**src/rtl/pcache_arb.sv**
```systemverilog
// pcache_arb: one writer and one reader share a parameter cache, with write-starvation protection and a tile-start flush.
// Build option: define PCACHE_VALID_TRACK_EN to build per-entry valid bits, valid_count and real rd_hit tracking.
module pcache_arb #(
  parameter int ENTRIES      = 512,
  parameter int STARVE_LIMIT = 3
) (
  input  logic        clock,
  input  logic        reset,
  input  logic        flush,
  input  logic        wr_req,
  input  logic [11:0] wr_tag,
  output logic        wr_ack,
  input  logic        rd_req,
  input  logic [11:0] rd_tag,
  output logic        rd_ack,
  output logic [11:0] prim_tag,
  output logic        pcache_write,
  output logic        rd_valid,
  output logic        rd_hit,
  output logic        tag_err,
  output logic [9:0]  valid_count,
  output logic        flushing
);
  localparam int            SW         = (STARVE_LIMIT < 1) ? 1 : $clog2(STARVE_LIMIT + 1);
  localparam logic [SW-1:0] STARVE_MAX = SW'(STARVE_LIMIT);
  localparam logic [SW-1:0] STARVE_ONE = SW'(1);
  localparam logic [11:0]   TAG_LIMIT  = 12'(ENTRIES);

  typedef enum logic {RUN = 1'b0, FLUSH = 1'b1} state_e;

  state_e        state_q, state_d;
  logic [SW-1:0] starve_q, starve_d;
  logic [9:0]    count_q, count_d;
  logic          rd_valid_q, rd_hit_q, tag_err_q;
  logic          wr_gnt, rd_gnt, tag_ok, entry_valid;
  logic [11:0]   sel_tag;

  // Grant selection, shared-address mux, starvation counter and FSM next state.
  always_comb begin
    wr_gnt = 1'b0;
    rd_gnt = 1'b0;
    if (!reset && (state_q == RUN) && !flush) begin
      if (wr_req && (!rd_req || (starve_q == STARVE_MAX))) begin
        wr_gnt = 1'b1;
      end else if (rd_req) begin
        rd_gnt = 1'b1;
      end else begin
        wr_gnt = 1'b0;
        rd_gnt = 1'b0;
      end
    end else begin
      wr_gnt = 1'b0;
      rd_gnt = 1'b0;
    end

    if (wr_gnt) begin
      sel_tag = wr_tag;
    end else if (rd_gnt) begin
      sel_tag = rd_tag;
    end else begin
      sel_tag = 12'd0;
    end
    tag_ok = (sel_tag < TAG_LIMIT);

    // A waiting writer only accumulates starvation while reads keep winning.
    if (wr_gnt || !wr_req) begin
      starve_d = {SW{1'b0}};
    end else if (rd_gnt) begin
      starve_d = starve_q + STARVE_ONE;
    end else begin
      starve_d = starve_q;
    end

    case (state_q)
      RUN:     state_d = flush ? FLUSH : RUN;
      FLUSH:   state_d = RUN;
      default: state_d = RUN;
    endcase
  end

  assign wr_ack       = wr_gnt;
  assign rd_ack       = rd_gnt;
  assign prim_tag     = sel_tag;
  assign pcache_write = wr_gnt && tag_ok;

`ifdef PCACHE_VALID_TRACK_EN
  localparam int IW = (ENTRIES < 2) ? 1 : $clog2(ENTRIES);

  logic [ENTRIES-1:0] valid_q, valid_d;
  logic [IW-1:0]      wr_idx, rd_idx;

  assign wr_idx = wr_tag[IW-1:0];
  assign rd_idx = rd_tag[IW-1:0];

  // Valid-bit and population-count update; out-of-range tags never touch the array.
  always_comb begin
    valid_d     = valid_q;
    count_d     = count_q;
    entry_valid = 1'b0;
    if (state_q == FLUSH) begin
      valid_d = '0;
      count_d = 10'd0;
    end else if (pcache_write) begin
      valid_d[wr_idx] = 1'b1;
      if (!valid_q[wr_idx]) begin
        count_d = count_q + 10'd1;
      end else begin
        count_d = count_q;
      end
    end else begin
      valid_d = valid_q;
      count_d = count_q;
    end

    if (rd_gnt && tag_ok) begin
      entry_valid = valid_q[rd_idx];
    end else begin
      entry_valid = 1'b0;
    end
  end

  // Valid-bit storage.
  always_ff @(posedge clock) begin
    if (reset) begin
      valid_q <= '0;
    end else begin
      valid_q <= valid_d;
    end
  end
`else
  assign count_d     = 10'd0;
  assign entry_valid = 1'b1;
`endif

  // FSM state and all registered outputs.
  always_ff @(posedge clock) begin
    if (reset) begin
      state_q    <= RUN;
      starve_q   <= {SW{1'b0}};
      count_q    <= 10'd0;
      rd_valid_q <= 1'b0;
      rd_hit_q   <= 1'b0;
      tag_err_q  <= 1'b0;
    end else begin
      state_q    <= state_d;
      starve_q   <= starve_d;
      count_q    <= count_d;
      rd_valid_q <= rd_gnt;
      rd_hit_q   <= rd_gnt && entry_valid;
      tag_err_q  <= (wr_gnt || rd_gnt) && !tag_ok;
    end
  end

  assign rd_valid    = rd_valid_q;
  assign rd_hit      = rd_hit_q;
  assign tag_err     = tag_err_q;
  assign valid_count = count_q;
  assign flushing    = (state_q == FLUSH);

endmodule

```
**config.mk**
```make
export PLATFORM = sky130hd
export DESIGN_NAME = pcache_arb
export DESIGN_NICKNAME = d
export VERILOG_FILES = /design/src/rtl/pcache_arb.sv
export SDC_FILE = /design/constraint.sdc
export NUM_CORES = 1
export LEC_CHECK = 0
export ABC_AREA = 1
export BUFFER_PORTS_ARGS = -buffer_cell sky130_fd_sc_hd__buf_2
export CORE_UTILIZATION = 34
export DETAILED_ROUTE_END_ITERATION = 10
export PLACE_DENSITY = 0.83
export SYNTH_ARGS = -nofsm -noshare
export SYNTH_HDL_FRONTEND = slang
export SYNTH_SLANG_ARGS = --single-unit
```
**constraint.sdc**
```tcl
create_clock -name clock -period 2.5 [get_ports clock]
set_clock_uncertainty 0.2 [all_clocks]
set_input_delay 0.125 -clock clock [delete_from_list [all_inputs] [get_ports clock]]
set_output_delay 0.125 -clock clock [all_outputs]
set_load 0.02 [all_outputs]
```
* Word-level counts from Yosys, hierarchy flattened
Index checks and enable logic that the tools add are counted.
W data, S select, Z words.
** Word-level totals
- Register bits after elaboration :: 5
- Output and inout port bits :: 29
** Operators by class
- Add/sub/neg operators :: 1
- Order comparisons :: 1
- Mux-type cells :: 9
- Equality and inequality tests :: 1
- Bitwise logic cells :: 1
- Reduce and logical (&&, ||, !) cells :: 14
** Operators with widths (count)
- $mux W12 :: 2
- $lt A12 B10 Y1 const B :: 1
- $mux W1 :: 6
- $logic_and A1 B1 Y1 :: 5
- $logic_not A1 Y1 :: 5
- $logic_or A1 B1 Y1 :: 3
- $add A2 B1 Y2 const B :: 1
- $eq A2 B2 Y1 const B :: 1
- $pmux W1 S2 :: 1
- $reduce_or A2 Y1 :: 1
- $not A1 Y1 :: 1

* Logic depth before layout (Yosys ltp)
- Depth after elaboration :: 10
- Depth in mapped cells :: 8

* Worst setup path before layout
Ideal clock, no wire load.
- Kind :: register to output
- Start :: register starve_q[0]
- End :: output port pcache_write
- Stages on the path, launching flop included :: 9
- Arrival :: 1402 ps
- Path slack :: 773 ps
- Required time :: 2175 ps
- Path through :: dfxtp_1 > ha_1 > nor2_1 > nor2_2 > nand3_1 > nand2_1 > nor2_1 > nand2_2 > nor2_1
** Between the ends
- Cells in the longest elaborated chain, start to end :: 9
** Ends and longest elaborated chain
- start: declaration :: RTL line 32 : logic [SW-1:0] starve_q, starve_d;
- start signal: assignment :: RTL line 139 : starve_q <= {SW{1'b0}};
- start signal: assignment :: RTL line 146 : starve_q <= starve_d;
- $eq A2 B2 Y1 (*) :: RTL line 43 : if (wr_req && (!rd_req || (starve_q == STARVE_MAX))) begin
- $logic_or A1 B1 Y1 (*) :: RTL line 43
- $logic_and A1 B1 Y1 (*) :: RTL line 43
- $mux W1 :: RTL line 43
- $mux W1 :: RTL line 42 : if (!reset && (state_q == RUN) && !flush) begin
- $mux W12 :: RTL line 58 : end else if (rd_gnt) begin
- $mux W12 (*) :: RTL line 56 : if (wr_gnt) begin
- net prim_tag[10] :: RTL line 16 : output logic [11:0] prim_tag,
- $lt A12 B10 Y1 (*) :: RTL line 63 : tag_ok = (sel_tag < TAG_LIMIT);
- $logic_and A1 B1 Y1 (*) :: RTL line 84 : assign pcache_write = wr_gnt && tag_ok;
- end: declaration :: RTL line 17 : output logic pcache_write,
The timed path passes the listed nets; every way through them passes the cells marked *.

* Final worst setup path
- Start :: input port reset
- End :: output port prim_tag[5]
** Between the ends
- Cells in the longest elaborated chain, start to end :: 6
** Ends and longest elaborated chain
- start: declaration :: RTL line 8 : input logic reset,
- $logic_not A1 Y1 (*) :: RTL line 42
- $logic_and A1 B1 Y1 (*) (2 in a row) :: RTL line 42
- $mux W1 :: RTL line 42
- $mux W12 :: RTL line 58
- $mux W12 (*) :: RTL line 56
- end: declaration :: RTL line 16
Every way passes the cells marked *; elsewhere a longest branch is shown, timed or not.

==> results.sh <==
export IMPL_leakagePower_nw=0.474
export IMPL_synth_ff_type="dfxtp_1"
export IMPL_synth_top_area_cell="dfxtp_1"
export IMPL_cts_tree="built"
export IMPL_slew_viol_final=0
export IMPL_utilization_pct=55.0
export IMPL_vias=534
export IMPL_rows=13
export IMPL_n_antenna_cell=0
export IMPL_io_buffers=47
export IMPL_syn_area_per_cell_um2=7.69
export IMPL_fin_crit_ns=1.97
export IMPL_place_ws_ns=0.795
export IMPL_nets=144
export IMPL_grt_start_max_net_pins=12
export IMPL_cts_clk_slew_worst_paths_ns=0.04
export IMPL_crit_arrival_ns=1.65
export IMPL_seq_area_frac_synth_pct=20.7
export IMPL_cts_setup_buffers=0
export IMPL_place_hpwl_um=952
export IMPL_track_usage_pct=14.9
export IMPL_setup_viol=0
export IMPL_fin_crit_sh_pct=78.9
export IMPL_regArea_um2=100
export IMPL_grt_pass1_wl_mm=1.50
export IMPL_drv_cap=0
export IMPL_core_area_um2=1320
export IMPL_multi_input_area_um2=287
export IMPL_status="finished, final reports clean"
export IMPL_rsz0062_at_grt="no"
export IMPL_worstSetupEndpointType="output pin"
export IMPL_clock_fmax_mhz=507
export IMPL_grt_pass1_vias=365
export IMPL_synth_edf_count=0
export IMPL_clock_latency_ns=0.24
export IMPL_dieWidth_um=39.7
export IMPL_synth_most_common_cell="buf_4"
export IMPL_dr_pass1_iters=3
export IMPL_dp_cells=122
export IMPL_die_y_um=39.7
export IMPL_synth_warnings=0
export IMPL_ys_ff_latch=5
export IMPL_dr_first_iter_drc_count=6
export IMPL_cts_htree_levels=1
export IMPL_vdd_drop_max_uv=219
export IMPL_crit_fanout=10
export IMPL_hold_slack_ns=0.0138
export IMPL_ios=58
export IMPL_clockRootBuffer="clkbuf_4"
export IMPL_yosys_top_cells_area="dfxtp_1 (21%), buf_4 (17%), a22o_1 (16%)"
export IMPL_synth_area_um2=484
export IMPL_start_util_pct=36.8
export IMPL_cts_buffers=3
export IMPL_drt_total_wl_mm=1.15
export IMPL_synth_commonest_cells="buf_4 (11), a22o_1 (9), nand3_1 (6)"
export IMPL_fin_cells=128
export IMPL_cts_max_path_buffers=2
export IMPL_synth_cell_types=18
export IMPL_dieArea_um2=1580
export IMPL_drc_errors=0
export IMPL_cts_sinks=5
export IMPL_tns_ns=0
export IMPL_syn_inst=63
export IMPL_post_drt_wl_per_cell_um=8.98
export IMPL_power_per_cell_area_nw_per_um2=378
export IMPL_viasPerCell=4.17
export IMPL_area_growth_pct=49.6
export IMPL_worst_setup_path_start_kind="input port"
export IMPL_ant_nets=0
export IMPL_grt_antenna_before_repair=0
export IMPL_nFillCells=138
export IMPL_fin_ws_ns=0.527
export IMPL_gp_congestion=0.778
export IMPL_hold_viol_final=0
export IMPL_grt_overflow_total=0
export IMPL_drive_gt1_share_pct=57.5
export IMPL_crit_required_ns=2.17
export IMPL_async_reset_ff_share_pct=0
export IMPL_crit_type="input port to output pin"
export IMPL_synth_top_area_share_pct=20.7
export IMPL_hold_path_class="input port to flop"
## where the power goes
part | switching (W) | internal, W
registers | 0.00000113 | 0.0000836
clock network | 0.0000316 | 0.0000603
logic | 0.0000600 | 0.0000371
## path summary, 6_finish.rpt
check	from	endpoint	slack, ns	depth (start not counted)
worst max-delay path	reset	prim_tag[5]	0.53	9
worst min-delay path	wr_req	starve_q[1]	0.01	3
worst min register to register	starve_q[1]	starve_q[1]	0.29	2
worst max register to register	starve_q[0]	starve_q[1]	0.98	6
## final cells by class
cell class / count / share of cell area, %
sequential: 5 / 13.8
inverter: 10 / 5.18
multi-input combinational: 45 / 39.6
timing repair buffer: 49 / 35.2
tap: 15 / 2.59
clock buffer: 4 / 3.63
## what timing repair did
action / in CTS / in global routing
hold buffers: 2 / 0
endpoints found under the hold margin: 2 / 0
resized for setup: 0 / 0
## through the flow
step                cell area (µm²)  total power (W)
floorplan                       518         0.000158
global placement                678         0.000180
detailed placement              678         0.000181
CTS                             724         0.000279
global route                    724         0.000295
finish                          724         0.000274
## sequential cells by signal, summed over array words and instances (netlist names)
register  count
starve_q      2
tag_err       1
flushing      1
rd_hit        1
## metal layers
layer  global-route usage, %  routed length, µm  share of wire [%]  vias up
met2                    19.3                569                 50       21
met4                    5.17                  0                  0        0
met3                    8.52                 68                5.9        0
met5                       0                  0                  0        -
met1                    19.7                510                 44      227
li1                        -                  -                  -      286
## critical path: stages
cell and delay (ns):
dlygate4sd3_1 0.53, buf_2 0.12, inv_2 0.05, nand2_2 0.09
nor2_8 0.15, nand2_2 0.11, inv_2 0.16, a22o_1 0.14
buf_2 0.16
## cells in the final DEF, fill, tap and decap left out
master,count
inv_2,5
a22o_1,9
clkbuf_1,1
clkbuf_4,3
nor2_8,1
nor2_2,1
inv_1,5
dfxtp_1,5
nand3_1,6
dlygate4sd3_1,2
xor2_1,1
nor2_1,5
nand2_2,4
nand2_1,3
conb_1,10
ha_1,1
buf_2,47
a21oi_2,2
o21ai_2,1
nand2_4,1
## cell families after synthesis
family | after synthesis | share of synthesized area, %
AO/OA/AOI/OAI | 12 | 21.7
XOR/XNOR | 1 | 1.81
adder cells (fa/ha/maj) | 1 | 2.58
buffers and inverters | 22 | 27.1
flip-flops | 5 | 20.7
other | 1 | 0.774
AND/OR/NAND/NOR | 21 | 25.3
No activity file was read; power rests on OpenSTA's default activity.
